===== config.mk =====
export PLATFORM = sky130hd
export DESIGN_NAME = rom_boot_loader
export DESIGN_NICKNAME = d
export VERILOG_FILES = /design/src/rtl/hack_pkg.sv /design/src/rtl/boot_word_assembler.sv /design/src/rtl/rom_boot_loader.sv
export SDC_FILE = /design/constraint.sdc
export NUM_CORES = 1
export LEC_CHECK = 0
export ABC_AREA = 1
export CORE_ASPECT_RATIO = 0.8
export CORE_UTILIZATION = 35
export CTS_BUF_LIST = sky130_fd_sc_hd__clkbuf_8
export CTS_CLUSTER_SIZE = 28
export DETAILED_ROUTE_END_ITERATION = 10
export GPL_ROUTABILITY_DRIVEN = 0
export PLACE_DENSITY_LB_ADDON = 0.12
export SLEW_MARGIN = 10
export SYNTH_ARGS = -nofsm -noshare
export SYNTH_HDL_FRONTEND = slang
export SYNTH_SLANG_ARGS = --single-unit

===== constraint.sdc =====
create_clock -name clk -period 4.72 [get_ports clk]
set_clock_uncertainty 0.05 [all_clocks]
set_input_delay 0.944 -clock clk [delete_from_list [all_inputs] [get_ports clk]]
set_output_delay 0.944 -clock clk [all_outputs]
set_load 0.1 [all_outputs]

===== src/rtl/hack_pkg.sv =====
// Shared types for the Hack CPU boot loader: FSM state encoding and word width.
// BOOT_CHECKSUM_EN adds the checksum trailer states to the enum.
package hack_pkg;

  localparam int BOOT_WORD_W = 16;

  typedef enum logic [3:0] {
    IDLE    = 4'd0,
    LEN_HI  = 4'd1,
    LEN_LO  = 4'd2,
    DATA_HI = 4'd3,
    DATA_LO = 4'd4,
`ifdef BOOT_CHECKSUM_EN
    CSUM_HI = 4'd5,
    CSUM_LO = 4'd6,
`endif
    RUN     = 4'd7,
    ERROR   = 4'd8
  } boot_state_t;

endpackage


===== src/rtl/boot_word_assembler.sv =====
// Packs a high/low byte pair into one instruction word; word_valid is a registered
// one-cycle pulse in the cycle after the low byte is loaded.
module boot_word_assembler
  import hack_pkg::*;
(
  input  logic                   clk,
  input  logic                   reset,
  input  logic                   hi_load,
  input  logic                   lo_load,
  input  logic [7:0]             byte_data,
  output logic                   word_valid,
  output logic [BOOT_WORD_W-1:0] word
);

  logic [7:0] hi_q;

  always_ff @(posedge clk) begin
    if (reset) begin
      hi_q       <= 8'h00;
      word       <= '0;
      word_valid <= 1'b0;
    end else begin
      word_valid <= lo_load;
      if (hi_load) hi_q <= byte_data;
      if (lo_load) word <= {hi_q, byte_data};
    end
  end

endmodule


===== src/rtl/rom_boot_loader.sv =====
// Hack CPU boot sequencer: loads a length-prefixed word image from a byte stream into
// instruction ROM, then releases CPU reset. BOOT_CHECKSUM_EN adds a 16-bit sum trailer.
//
// state   | meaning
// IDLE    | after reset, CPU held, waiting for start
// LEN_HI  | waiting for word-count high byte
// LEN_LO  | waiting for word-count low byte, length checked on transfer
// DATA_HI | waiting for high byte of the next word
// DATA_LO | waiting for low byte; holds through the final word's write cycle
// CSUM_HI | waiting for checksum high byte (BOOT_CHECKSUM_EN only)
// CSUM_LO | waiting for checksum low byte, compared on transfer
// RUN     | image loaded, CPU released
// ERROR   | bad length or checksum, CPU held until start
module rom_boot_loader
  import hack_pkg::*;
#(
  parameter int ROM_AW = 15
) (
  input  logic                   clk,
  input  logic                   reset,
  input  logic                   start,
  input  logic                   in_valid,
  input  logic [7:0]             in_data,
  output logic                   in_ready,
  output logic                   rom_we,
  output logic [ROM_AW-1:0]      rom_addr,
  output logic [BOOT_WORD_W-1:0] rom_wdata,
  output logic                   cpu_reset,
  output logic                   done,
  output logic                   error
);

  localparam logic [16:0] MAX_WORDS = 17'(1) << ROM_AW;

`ifdef BOOT_CHECKSUM_EN
  localparam boot_state_t AFTER_DATA = CSUM_HI;
`else
  localparam boot_state_t AFTER_DATA = RUN;
`endif

  boot_state_t state, state_nxt;

  logic                   xfer;
  logic                   start_ok;
  logic [7:0]             len_hi_q;
  logic [15:0]            len_n;
  logic                   too_long;
  logic [15:0]            words_left;
  logic                   last_pending;
  logic                   word_valid;
  logic [BOOT_WORD_W-1:0] word;

`ifdef BOOT_CHECKSUM_EN
  logic [7:0]             csum_hi_q;
  logic [BOOT_WORD_W-1:0] csum_acc;
`endif

  assign xfer     = in_valid && in_ready;
  assign start_ok = start && (state == IDLE || state == RUN || state == ERROR);
  assign len_n    = {len_hi_q, in_data};
  assign too_long = {1'b0, len_n} > MAX_WORDS;

  boot_word_assembler u_asm (
    .clk        (clk),
    .reset      (reset),
    .hi_load    (state == DATA_HI && xfer),
    .lo_load    (state == DATA_LO && xfer),
    .byte_data  (in_data),
    .word_valid (word_valid),
    .word       (word)
  );

  assign rom_we    = word_valid;
  assign rom_wdata = word;

  always_ff @(posedge clk) begin
    if (reset) state <= IDLE;
    else       state <= state_nxt;
  end

  always_comb begin
    state_nxt = state;
    case (state)
      IDLE, RUN, ERROR: if (start) state_nxt = LEN_HI;
      LEN_HI:  if (xfer) state_nxt = LEN_LO;
      LEN_LO: begin
        if (xfer) begin
          if (len_n == 16'd0) state_nxt = AFTER_DATA;
          else if (too_long)  state_nxt = ERROR;
          else                state_nxt = DATA_HI;
        end
      end
      DATA_HI: if (xfer) state_nxt = DATA_LO;
      DATA_LO: begin
        if (last_pending)                          state_nxt = AFTER_DATA;
        else if (xfer && words_left != 16'd1)      state_nxt = DATA_HI;
      end
`ifdef BOOT_CHECKSUM_EN
      CSUM_HI: if (xfer) state_nxt = CSUM_LO;
      CSUM_LO: if (xfer) state_nxt = ({csum_hi_q, in_data} == csum_acc) ? RUN : ERROR;
`endif
      default: state_nxt = IDLE;
    endcase
  end

  always_comb begin
    in_ready  = 1'b0;
    cpu_reset = 1'b1;
    done      = 1'b0;
    error     = 1'b0;
    case (state)
      LEN_HI, LEN_LO, DATA_HI: in_ready = 1'b1;
      // The final word's write cycle is spent in DATA_LO; nothing more is taken then.
      DATA_LO: in_ready = !last_pending;
`ifdef BOOT_CHECKSUM_EN
      CSUM_HI, CSUM_LO: in_ready = 1'b1;
`endif
      RUN: begin
        cpu_reset = 1'b0;
        done      = 1'b1;
      end
      ERROR: error = 1'b1;
      default: ;
    endcase
  end

  always_ff @(posedge clk) begin
    if (reset) begin
      len_hi_q     <= 8'h00;
      words_left   <= 16'd0;
      last_pending <= 1'b0;
      rom_addr     <= '0;
    end else begin
      if (start_ok) begin
        words_left <= 16'd0;
        rom_addr   <= '0;
      end
      if (state == LEN_HI && xfer) len_hi_q <= in_data;
      if (state == LEN_LO && xfer) words_left <= len_n;
      if (state == DATA_LO && xfer) begin
        words_left   <= words_left - 16'd1;
        last_pending <= (words_left == 16'd1);
      end else begin
        last_pending <= 1'b0;
      end
      // The final word leaves the address at N-1, so a full-size image never wraps.
      if (word_valid && !last_pending) rom_addr <= rom_addr + ROM_AW'(1);
    end
  end

`ifdef BOOT_CHECKSUM_EN
  always_ff @(posedge clk) begin
    if (reset) begin
      csum_hi_q <= 8'h00;
      csum_acc  <= '0;
    end else begin
      if (start_ok)                csum_acc  <= '0;
      else if (word_valid)         csum_acc  <= csum_acc + word;
      if (state == CSUM_HI && xfer) csum_hi_q <= in_data;
    end
  end
`endif

endmodule

# == After elaboration in Yosys (flattened, before gate mapping) ==
# Cells that the tools add are included.
# op_classes
add_sub_neg,2
n_lt_le_gt_ge,1
eq_ne,13
n_mux,18
bitwise_logic,1
n_reduce_logical,19
# ops
op,count
two-way mux 16 bit,3
two-way mux 4 bit,8
two-way mux 15 bit,2
case mux 4 bit (5 select lines),1
== test 16 x 1 -> 1 bit (second input constant),1
greater-than comparator 16 bit (second input constant),1
logical NOT 16 bit,1
inequality test 16 x 1 -> 1 bit (second input constant),1
subtractor 16 x 1 -> 16 bit (second input constant),1
adder 15 x 1 -> 15 bit (second input constant),1
== test 4 x 2 -> 1 bit (second input constant),2
== test 4 x 3 -> 1 bit (second input constant),2
logical AND 1 bit,8
inequality test 2 bit (second input constant),4
OR reduction 3 bit,2
AND reduction 5 bit,1
== test 4 x 1 -> 1 bit (second input constant),1
== test 4 bit (second input constant),1
logical NOT 4 bit,1
two-way mux 1 bit,3
inequality test 3 x 2 -> 1 bit (second input constant),1
nonzero test 3 bit,1
logical OR 1 bit,2
case mux 1 bit (2 select lines),1
4 further kinds,4
# word_totals
regBits,69
input_bits,12
wordCells,62

# == Longest topological paths before layout ==
# depth
ltp_word,8
mapped_depth,13

# == Hierarchy ==
# A second synthesis with hierarchy kept.
# unflattened
cells_unflattened,575
hier_area_um2,3727.3
# modules_own_cells
mod,n_inst,cells_each,area_each_um2,seq_area_each_um2
rom_boot_loader,1,427,2710.1,880.8
boot_word_assembler,1,148,1017.2,500.5

# == Least setup slack after synthesis ==
# OpenSTA, ideal clock, no wires.
# synth_timing
kind,reg2out
from,reg state[0]
to,out done
t_arrival_ns,2.559
t_required_ns,3.726
setup_slack_ns,1.167
path_stages_with_launch,3
n_path_buf,0
cell_sequence,dfxtp_1 > nand2_1 > nor3_1
# synth_between
elab_chain_len,2
# synth_rtl
element,line,text
from (decl),rom_boot_loader.sv:41,"boot_state_t state, state_nxt;"
from (signal assigned),rom_boot_loader.sv:78,else state <= state_nxt;
== test 4 x 3 -> 1 bit,rom_boot_loader.sv:111,case (state)
two-way mux 1 bit,rom_boot_loader.sv:111,
to (decl),rom_boot_loader.sv:29,"output logic done,"
# Every way passes these cells.

# == Worst setup path in the final report ==
# layout_timing
from,reg state[1]
to,out in_ready
# layout_between
elab_chain_len,3
word_cells_on_any_way,6
# layout_rtl
element,line,text
== test 4 x 2 -> 1 bit or == test 4 x 1 -> 1 bit (tied branches),rom_boot_loader.sv:111,
OR reduction 3 bit,rom_boot_loader.sv:111,
case mux 1 bit (2 select lines) *,rom_boot_loader.sv:111,
to (decl),rom_boot_loader.sv:24,"output logic in_ready,"
# Every way passes the cells marked *; elsewhere a longest branch is shown, timed or not.

==> results_dict.tcl <==
set metrics [dict create \
    grt_antenna_before_repair 0 \
    ctsResizeCount 0 \
    netlist-cell-type-count 34 \
    slew_headroom_pct 33.4 \
    maxSlewViolCount 0 \
    worst_pin_slew_ns 0.995 \
    seqCellArea_mm2 0.00138 \
    dr.pass1.iters 5 \
    period_minus_slack_ns 3.56 \
    synth_most_common_cell "nand2_1" \
    h-tree-depth 3 \
    drive_above_1_share_pct 5.73 \
    setup-tns-final_ns 0 \
    rsz0062_at_grt "no" \
    ys_ff_latch 69 \
    peakVddDrop_v 0.000252 \
    outcome "completed" \
    post_drt_wl_per_cell_um 13.2 \
    dieArea_mm2 0.0106 \
    worstPathCellList "nor2_4, nand2_2, o21ai_4, clkdlybuf4s50_1" \
    yosys_warnings 0 \
    multi_input_area_mm2 0.00187 \
    synth_common_cells "nand2_1 (143), nor2_1 (92), dfxtp_1 (69)" \
    setup_violations 0 \
    synthTopCellsByArea "dfxtp_1 (39%), nand2_1 (15%), nor2_1 (9.7%)" \
    critical_path_buf_inv_count 1 \
    grt_max_degree 39 \
    synth_ff_type "dfxtp_1" \
    hold_slack_ns 0.420 \
    postCtsSetupRepairBufs 0 \
    async_reset_ff_share_pct 0 \
    synth_area_mm2 0.00356 \
    syn_to_final_growth_pct 21.3 \
    initial_core_util_pct 36.4 \
    min_path_cells 2 \
    seq_area_frac_synth_pct 38.8 \
    postSynthCellCount 547 \
    core_mm2 0.00977 \
    n_fill_cell 1032 \
    vias_per_cell 4.82 \
    clk_latency_ns 0.35 \
    leakage_uw 0.00164 \
    drc 0 \
    layout.nets 603 \
    cap_violations 0 \
    p_per_area_mw_per_mm2 453 \
    required_ns 3.73 \
    cts_sinks 69 \
    end_kind "output port" \
    synth_area_leader_cell "dfxtp_1" \
    dpl.hpwl_um 6910 \
    ioPinCount 48 \
    avgSynthCellArea_um2 6.51 \
    crit_type "flip-flop to output port" \
    grt_use_total_pct 19.3 \
    vias 3512 \
    grt_pass1_vias 3200 \
    syn_nets 562 \
    drt-initial-drc-count 199 \
    critPathMaxStageDelay_ns 1.20 \
    post-route-period-util_pct 75.4 \
    cp_max_fo 13 \
    yosysTopAreaCellShare_pct 38.8 \
    clkTransAtPathRegs_ns 0.08 \
    startpoint_type "flip-flop" \
    grt_pass1_wl_um 15800 \
    ant_nets 0 \
    critPathTopFamily "buffers and inverters" \
    reg2reg_depth 7 \
    fp.dieH_um 92.2 \
    routed_wl_um 9630 \
    chipWidth_um 115 \
    min_path_type "flip-flop to flip-flop" \
    antennaDiodeCount 0 \
    finalHoldViolations 0 \
    crit_cells 4 \
    ctsHoldBuffers 0 \
    cts_root_buffer "clkbuf_8" \
    slowest_stage "clkdlybuf4s50_1" \
    max_freq_ghz 0.281 \
    clock_path_buffers 2 \
    arrival_ns 2.57 \
    cts-buffers-inserted 9 \
    rows 32 \
    cts_tree "built" \
    gr-total-overflow 0 \
    io_buffer_count 47 \
    synth-edff-count 0 \
]
==> cells in the final DEF, fill, tap and decap left out <==
| cell | instances |
|---|---|
| clkdlybuf4s50_1 | 47 |
| ha_1 | 3 |
| o21ai_4 | 1 |
| nand3b_1 | 1 |
| or2_2 | 1 |
| xor2_1 | 2 |
| o21ai_0 | 37 |
| bufinv_16 | 1 |
| nor2_2 | 1 |
| nand4_2 | 1 |
| inv_6 | 1 |
| a21oi_1 | 46 |
| nor2_1 | 92 |
| nor3_1 | 6 |
| clkinvlp_4 | 3 |
| clkinv_4 | 1 |
| xnor2_1 | 3 |
| nand3_1 | 41 |
| nand2_1 | 143 |
| o22ai_1 | 1 |
| buf_4 | 2 |
| clkbuf_8 | 10 |
| nor3b_1 | 1 |
| dfxtp_1 | 69 |
| and3_1 | 2 |
| nor3_2 | 1 |
| o21bai_1 | 3 |
| nand3_4 | 1 |
| inv_1 | 48 |
| a31oi_1 | 2 |
| inv_2 | 5 |
| a22oi_1 | 1 |
| nor2_4 | 3 |
| nand2_2 | 2 |
| nand4_1 | 11 |
==> power breakdown <==
| group | internal (uW) | total (uW) | switching (uW) |
|---|---|---|---|
| clock network | 261 | 504 | 243 |
| registers | 642 | 710 | 68.5 |
| logic | 225 | 744 | 519 |
==> cell type report <==
class,count,area share [%]
clock inverters,6,1.62
inverters,53,4.61
clock buffers,10,3.19
flip-flops and latches,69,32.0
repair buffers,49,11.2
well taps,136,3.94
multi-input cells,406,43.4
==> metrics by stage <==
| stage | setup slack, ns | utilization (%) | instances | power, uW | cell area [um2] |
|---|---|---|---|---|---|
| finish | 1.16 | 44.2 | 729 | 1960 | 4320 |
| global route | 1.04 | 44.2 | 729 | 2110 | 4320 |
| CTS | 1.14 | 44.2 | 729 | 1970 | 4320 |
| detailed placement | 1.35 | 42.1 | 713 | 1460 | 4110 |
| global placement | 1.43 | 42.1 | 713 | 1450 | 4110 |
| floorplan | 1.17 | - | 547 | 1320 | 3560 |
==> flip-flops by register name, summed over array words and instances, names as in the netlist <==
signal	flops
u_asm.word	16
words_left	16
rom_addr	15
len_hi_q	8
u_asm.hi_q	8
state	4
last_pending	1
u_asm.word_valid	1
==> cells by family (layout without fill, tap and decap cells) <==
kind of cell	count (synthesis)	after routing	synth area share (%)
simple gates	307	307	36.9
compound gates	91	91	13.5
buf+inv	72	118	8.54
flops	69	69	38.8
xor+xnor	5	5	1.23
fa+ha+maj	3	3	1.05
==> worst min-delay path, stage by stage, from the launching register on <==
cell     delay [ns]
dfxtp_1        0.32
nand2_1        0.06
a21oi_1        0.06
==> routing by layer <==
| metal | track usage, % | part of all wire [%] |
|---|---|---|
| met1 | 27.5 | 53 |
| met2 | 28.2 | 42 |
| met3 | 5.68 | 3.9 |
| met4 | 4.55 | 1.1 |
| met5 | 0 | 0 |
==> path summary, 6_finish.rpt <==
check,from,end,slack (ns)
worst max-delay path,state[1],in_ready,1.16
worst min-delay path,u_asm.word[5],u_asm.word[5],0.42
worst max register to register,state[1],words_left[2],2.50
worst min register to register,u_asm.word[5],u_asm.word[5],0.42
(Power assumes the default switching activity.)
